[config.mk]
export PLATFORM = sky130hd
export DESIGN_NAME = prog_loader
export DESIGN_NICKNAME = d
export VERILOG_FILES = /design/src/rtl/prog_loader_pkg.sv /design/src/rtl/prog_loader_counter.sv /design/src/rtl/prog_loader.sv
export SDC_FILE = /design/constraint.sdc
export NUM_CORES = 1
export LEC_CHECK = 0
export ABC_AREA = 1
export BUFFER_PORTS_ARGS = -buffer_cell sky130_fd_sc_hd__buf_2
export CELL_PAD_IN_SITES_DETAIL_PLACEMENT = 2
export CELL_PAD_IN_SITES_GLOBAL_PLACEMENT = 2
export CORE_UTILIZATION = 29
export DETAILED_ROUTE_END_ITERATION = 8
export PLACE_DENSITY = 0.75
export SLEW_MARGIN = 10
export SYNTH_ARGS = -nofsm -noshare
export SYNTH_HDL_FRONTEND = slang
export SYNTH_SLANG_ARGS = --single-unit
[constraint.sdc]
create_clock -name clk -period 1.65 [get_ports clk]
set_input_delay 0.4125 -clock clk [delete_from_list [all_inputs] [get_ports clk]]
set_output_delay 0.4125 -clock clk [all_outputs]
set_load 0.02 [all_outputs]
[src/rtl/prog_loader_pkg.sv]
// Shared definitions for the SRAM program loader: state encoding and length rule.
package prog_loader_pkg;

    localparam int WORD_SIZE           = 8;
    localparam int CNT_SIZE            = 9;
    localparam int LEN_ZERO_MEANS_FULL = 256;

    typedef enum logic [2:0] {
        S_IDLE = 3'd0,
        S_LEN  = 3'd1,
        S_LOAD = 3'd2,
        S_CHK  = 3'd3,
        S_RUN  = 3'd4,
        S_ERR  = 3'd5
    } state_e;

endpackage

[src/rtl/prog_loader_counter.sv]
// Write pointer and remaining-byte counter for the program loader.
module loader_counter #(
    parameter int word_size = 8,
    parameter int cnt_size  = 9
) (
    input  logic                 clk,
    input  logic                 rst,
    input  logic                 clr,
    input  logic                 load,
    input  logic                 dec,
    input  logic [cnt_size-1:0]  load_val,
    output logic [word_size-1:0] ptr,
    output logic                 last
);

    logic [word_size-1:0] ptr_r;
    logic [cnt_size-1:0]  rem_r;

    // Pointer/remaining update; the pointer wraps naturally at 2**word_size.
    always_ff @(posedge clk or negedge rst) begin
        if (!rst) begin
            ptr_r <= '0;
            rem_r <= '0;
        end else if (clr) begin
            ptr_r <= '0;
            rem_r <= '0;
        end else if (load) begin
            rem_r <= load_val;
        end else if (dec) begin
            ptr_r <= ptr_r + word_size'(1);
            rem_r <= rem_r - cnt_size'(1);
        end else begin
            ptr_r <= ptr_r;
            rem_r <= rem_r;
        end
    end

    assign ptr  = ptr_r;
    assign last = (rem_r == cnt_size'(1));

endmodule

[src/rtl/prog_loader.sv]
// Streams a length-prefixed image into the 256x8 SRAM and holds the CPU in reset until done.
// Optional checksum trailer enabled by defining PROG_LOADER_CHECKSUM_EN.
module prog_loader
    import prog_loader_pkg::*;
#(
    parameter int word_size = 8,
    parameter int cnt_size  = 9
) (
    input  logic                 clk,
    input  logic                 rst,
    input  logic                 start,
    input  logic                 in_valid,
    input  logic [word_size-1:0] in_data,
    output logic                 in_ready,
    output logic [word_size-1:0] mem_addr,
    output logic [word_size-1:0] mem_data,
    output logic                 mem_write,
    output logic                 cpu_rst_n,
    output logic                 done,
    output logic                 err
);

    state_e               state_r;
    state_e               next_s;
    logic                 in_ready_r;
    logic                 cpu_rst_n_r;
    logic                 done_r;
    logic                 hs_s;
    logic                 clr_s;
    logic                 load_s;
    logic                 dec_s;
    logic                 last_s;
    logic [word_size-1:0] ptr_s;
    logic [cnt_size-1:0]  load_val_s;

    assign hs_s       = in_valid & in_ready_r;
    assign load_val_s = (in_data == '0) ? cnt_size'(LEN_ZERO_MEANS_FULL) : cnt_size'(in_data);

    loader_counter #(
        .word_size (word_size),
        .cnt_size  (cnt_size)
    ) u_counter (
        .clk      (clk),
        .rst      (rst),
        .clr      (clr_s),
        .load     (load_s),
        .dec      (dec_s),
        .load_val (load_val_s),
        .ptr      (ptr_s),
        .last     (last_s)
    );

`ifdef PROG_LOADER_CHECKSUM_EN
    logic [word_size-1:0] sum_r;
    logic [word_size-1:0] chk_sum_s;
    logic                 err_r;

    assign chk_sum_s = sum_r + in_data;

    // Running sum over the length byte and payload; cleared whenever a new load starts.
    always_ff @(posedge clk or negedge rst) begin
        if (!rst) begin
            sum_r <= '0;
        end else if (clr_s) begin
            sum_r <= '0;
        end else if (hs_s && (state_r == S_LEN || state_r == S_LOAD)) begin
            sum_r <= chk_sum_s;
        end else begin
            sum_r <= sum_r;
        end
    end
`endif

    // Next-state and counter control decode.
    always_comb begin
        next_s = state_r;
        clr_s  = 1'b0;
        load_s = 1'b0;
        dec_s  = 1'b0;
        case (state_r)
            S_IDLE: begin
                if (start) begin
                    next_s = S_LEN;
                    clr_s  = 1'b1;
                end else begin
                    next_s = S_IDLE;
                end
            end
            S_LEN: begin
                if (hs_s) begin
                    load_s = 1'b1;
                    next_s = S_LOAD;
                end else begin
                    next_s = S_LEN;
                end
            end
            S_LOAD: begin
                if (hs_s) begin
                    dec_s = 1'b1;
                    if (last_s) begin
`ifdef PROG_LOADER_CHECKSUM_EN
                        next_s = S_CHK;
`else
                        next_s = S_RUN;
`endif
                    end else begin
                        next_s = S_LOAD;
                    end
                end else begin
                    next_s = S_LOAD;
                end
            end
`ifdef PROG_LOADER_CHECKSUM_EN
            S_CHK: begin
                if (hs_s) begin
                    if (chk_sum_s == '0) begin
                        next_s = S_RUN;
                    end else begin
                        next_s = S_ERR;
                    end
                end else begin
                    next_s = S_CHK;
                end
            end
            S_ERR: begin
                if (start) begin
                    next_s = S_LEN;
                    clr_s  = 1'b1;
                end else begin
                    next_s = S_ERR;
                end
            end
`endif
            S_RUN: begin
                if (start) begin
                    next_s = S_LEN;
                    clr_s  = 1'b1;
                end else begin
                    next_s = S_RUN;
                end
            end
            default: begin
                next_s = S_IDLE;
            end
        endcase
    end

    // State and registered outputs, all decoded from the upcoming state so they track it exactly.
    always_ff @(posedge clk or negedge rst) begin
        if (!rst) begin
            state_r     <= S_IDLE;
            in_ready_r  <= 1'b0;
            cpu_rst_n_r <= 1'b0;
            done_r      <= 1'b0;
        end else begin
            state_r     <= next_s;
            in_ready_r  <= (next_s == S_LEN) || (next_s == S_LOAD) || (next_s == S_CHK);
            cpu_rst_n_r <= (next_s == S_RUN);
            done_r      <= (next_s == S_RUN);
        end
    end

`ifdef PROG_LOADER_CHECKSUM_EN
    // Error flag follows the ERR state.
    always_ff @(posedge clk or negedge rst) begin
        if (!rst) begin
            err_r <= 1'b0;
        end else begin
            err_r <= (next_s == S_ERR);
        end
    end
    assign err = err_r;
`else
    assign err = 1'b0;
`endif

    assign in_ready  = in_ready_r;
    assign cpu_rst_n = cpu_rst_n_r;
    assign done      = done_r;
    assign mem_addr  = ptr_s;
    assign mem_data  = in_data;
    assign mem_write = in_valid & (state_r == S_LOAD);

endmodule
# Word level (Yosys, flattened, before mapping)
# Index checks and enable logic that the tools add are counted.
# W data, S select, Z words.
# totals
register_bits	22
input_bits	12
output_inout_bits	21
word_cells	44
# classes
addsub	2
eq_ne	9
n_mux	18
bitwise_logic	2
reduce_logical	8
# op_table
operator	n
$mux W9	4
$mux W8	3
$pmux W3 S4	1
$eq A3 B2 Y1 const B	3
$eq A9 B1 Y1 const B	1
$mux W3	3
$sub A9 B1 Y9 const B	1
$add A8 B1 Y8 const B	1
$logic_not A8 Y1	1
$eq A3 B1 Y1 const B	2
$eq A3 B3 Y1 const B	2
$mux W1	6
$logic_not A3 Y1	1
$reduce_bool A3 Y1	1
$and A1 B1 Y1	2
$logic_or A1 B1 Y1	2
$mux W2	1
$ne A2 B2 Y1 const B	1
$reduce_and A2 Y1	1
$reduce_bool A2 Y1	1
$reduce_or A2 Y1	1

# Longest topological paths before layout
# depth
word_depth	7
depth_mapped	9

# Modules after synthesis
# A second synthesis with hierarchy kept.
# unflattened
hier_cells	216
area_unflattened_um2	1525.2
# by_module_without_submodules
mod	instances	cells_each	area_each_um2	seq_area_each_um2
loader_counter	1	158	1123.6	425.4
prog_loader	1	58	401.6	125.1

# Worst setup path before layout
# OpenSTA, ideal clock, no wires.
# synth_timing
path_type	register to output
start	register state_r[0]
end	output mem_write
arrival_time_ns	0.866
required_time_ns	1.237
setup_slack_ns	0.371
path_stages_with_launch	4
path_buffers	0
cell_sequence	dfrtp_1 inv_2 nand3_2 nor2_1
# synth_via
elab_chain_cells	2
# synth_lines
item	line_no	text
start, declared	prog_loader.sv:23	state_e state_r;
start signal, assigned	prog_loader.sv:156	state_r <= next_s;
$eq A3 B2 Y1	prog_loader.sv:182	assign mem_write = in_valid & (state_r == S_LOAD);
$and A1 B1 Y1	prog_loader.sv:182	
end, declared	prog_loader.sv:17	output logic mem_write,
# No other way between the ends.

# Final worst setup path
# Same ends and word-level chain as after synthesis.

==> results.md <==
* Outcome: finished, final reports clean
* Vias at 1,395
* Cell Area, Synth at around 1400 µm²
* Core box area at 4755 µm²
* Main combinational cell family by area after synthesis: simple AND/OR/NAND/NOR gates
* Initial antenna violation count at 0
* Maximum fanout along the worst path at 5
* DR vias/cell at ~4.8
* Static Leak at 0.0009059 µW
* Post-synthesis compound-gate area fraction at 0.1131
* DIE WIDTH at ~72 µm
* CTS Sinks at 22
* Most numerous cell in the Yosys netlist: nand2_1
* Yosys cell types at 28
* Final period util at 0.9488
* Vias in the first global route at around 1,500
* Synth cell count leaders: 48 x nand2_1, 28 x inv_1, 22 x dfrtp_1, 21 x nand3_1, 14 x o21ai_0
* Synth Area per Inst at 7.298 µm²
* Initial drt markers at between 50 and 60
* CTS Root Cell: clkbuf_8
* CP Capture Type: output port
* Synth Net Count at 212
* First-pass GRT wire length at ~7.2 mm
* Cell Pwr Density at about 1700 nW/µm²
* Final net count at around 240
* Ports at 33
* Largest net degree at the start of global routing at 23
* H-tree depth at 1
* Final Skew at slightly above 0.006 ns
* Place WS at 0.1366 ns
* GP Congestion at ~0.74
* Async set-reset flop share out of synthesis at 1.000
* Max_cap viols at 0
* Hold Crit Class: in2async
* Initial DRT Pass Iterations at 4
* Required time worst endpoint at approximately 1.2 ns
* Critical Path AT at 1.15 ns
* DP Cell Count at ~290
* Ant diodes at 0
* DR DRC count at 0
* Min Tclk post-route at roughly 1.6 ns
* Final WS setup at approximately 0.085 ns
* Hpwl dp at 3.236 mm
* Sequential element share of the synthesized area at 0.3829
* Ys flop type: dfrtp_1
* Number of synthesized flops with an enable pin at 0
* Delay-heaviest family, CP: flip-flops
* Synth Area in Adders at 0.02611
* Share of the synthesized area in the top cell type at 0.3829
* Seq cells post-synth at 22
* IO buf count at 31
* Total Routing Usage GR at 0.1781
* TritonCTS clock tree: yes
* Reg2reg path depth at 7
* Starting Density at 0.3024
* P&R area growth vs syn at 17.84%
* Final setup vio count at 0
* Row cnt at 25
* CP max-delay cell: dfrtp_1
* Crit path largest cell delay at slightly above 0.4 ns
* Global route overflow at 0
* VDD IR max at roughly 0.43 mV
* Rel. slew slack at 0.6520
* WP depth at 4
* Post-DR wirelength/cell at ~14 µm
* Die ar. at 5243 µm²
* Fmax at about 640 MHz
* Dominant cell type by area after synthesis: dfrtp_1
* Startpoint Class: flip-flop
* Post-Synth Simple-Gate Area at 0.3211
* Height of the die at slightly above 70 µm
* Crit path kind: reg2out
* Final hold vios at 0
* Layout cells sized above 1 at 0.2533
* Largest cells by area after synthesis: dfrtp_1 38%, nand2_1 13%, inv_1 7.3%
* Gate Count Post-Synth at between 150 and 200
* Worst-path clk slew at approximately 0.09 ns
* Hold buffer count at CTS at 0
* WP buf/inv at 2
* Critical-path cell list: inv_2, nand3_4, nor2_2, buf_4
* CTS buffer count at 3
* Post-Synth XOR/XNOR Area at 0.006092
* Final setup TNS at 0 ns
* Synth Warn # at 0
* Slew @ Worst Pin at between 0.5 and 0.6 ns
* Slew Viols, Final at 0
* Detailed Route WL at ~4.1 mm
* Longest Clk Path Bufs at 2
* Fin cells at between 200 and 300
* Clock Latency Late Sink at approximately 0.27 ns
* Mux contribution to synthesized area at 0
* Number of routed nets with antenna violations at 0
* RSZ-0062 raised after global routing: false
[logic make-up (layout without fill, tap and decap cells)]
logic type | after synthesis | count (layout)
AO/OA/AOI/OAI | 27 | 27
XOR/XNOR | 1 | 1
adder cells (fa/ha/maj) | 3 | 3
buffers and inverters | 45 | 73
flip-flops | 22 | 22
other | 1 | 1
AND/OR/NAND/NOR | 98 | 98
[power by group]
group,switching (µW),total (µW),internal (µW)
Combinational,1020,1570,547
Sequential,166,861,695
Clock,196,410,214
[worst paths after layout]
| check | to | slack, ns | startpoint |
|---|---|---|---|
| max in group asynchronous | u_counter.ptr[3]$_DFFE_PN0P_ | 1.19 | rst |
| max reg2reg | u_counter.rem_r[4]$_DFFE_PN0P_ | 0.20 | state_r[1]$_DFF_PN0_ |
| min | state_r[2]$_DFF_PN0_ | 0.1 | rst |
| min in group clk | done$_DFF_PN0_ | 0.37 | start |
| min reg2reg | u_counter.ptr[0]$_DFFE_PN0P_ | 0.53 | u_counter.ptr[0]$_DFFE_PN0P_ |
| max | mem_write | 0.08 | state_r[0]$_DFF_PN0_ |
[placed cells by master, fill, tap and decap left out, drive strengths merged]
master   Yosys  final
o32ai        2      2
xnor2        1      1
ha           3      3
nand4        4      4
dfrtp       22     22
o21ai       18     18
or2          1      1
buf         11     35
a21oi        4      4
nand3b       1      1
clkbuf       0      4
inv         34     34
o2111ai      1      1
nor3         2      2
nand3       24     24
nor2        15     15
a31oi        1      1
conb         1      1
nand2       51     51
a22o         1      1
[metrics by stage]
step	area, µm²	power [µW]	hold slack, ns	util
2_1_floorplan	1438	1942	0.1169	-
3_3_place_gp	1624	2355	0.4197	0.3416
3_5_place_dp	1624	2429	0.4306	0.3416
4_1_cts	1682	2857	0.1312	0.3537
5_1_grt	1694	3133	0.1403	0.3563
6_report	1694	2836	0.09977	0.3563
[cell type report]
class,count,area (µm²)
tap,67,83.83
multi-input combinational,130,686.9
sequential,22,550.5
inverter,34,130.1
timing repair buffer,35,187.7
clock buffer,4,55.05
fill,585,3060
[what timing repair did]
action	4_1_cts	5_1_grt
gates resized for setup	1	3
setup endpoints to repair	1	2
buffers inserted	0	0
[sequential cells by signal, summed over array words and instances (netlist names)]
name	cells
done	1
u_counter.rem_r	9
u_counter.ptr	8
in_ready	1
state_r	3
[metal layers]
metal | up-vias | global-route usage | routed length [µm]
met2 | 33 | 0.3105 | 2009
li1 | 677 | - | -
met5 | - | 0 | 0
met1 | 680 | 0.2219 | 1908
met4 | 0 | 0.06536 | 62
met3 | 5 | 0.02639 | 156
No activity file was read; power rests on OpenSTA's default activity.
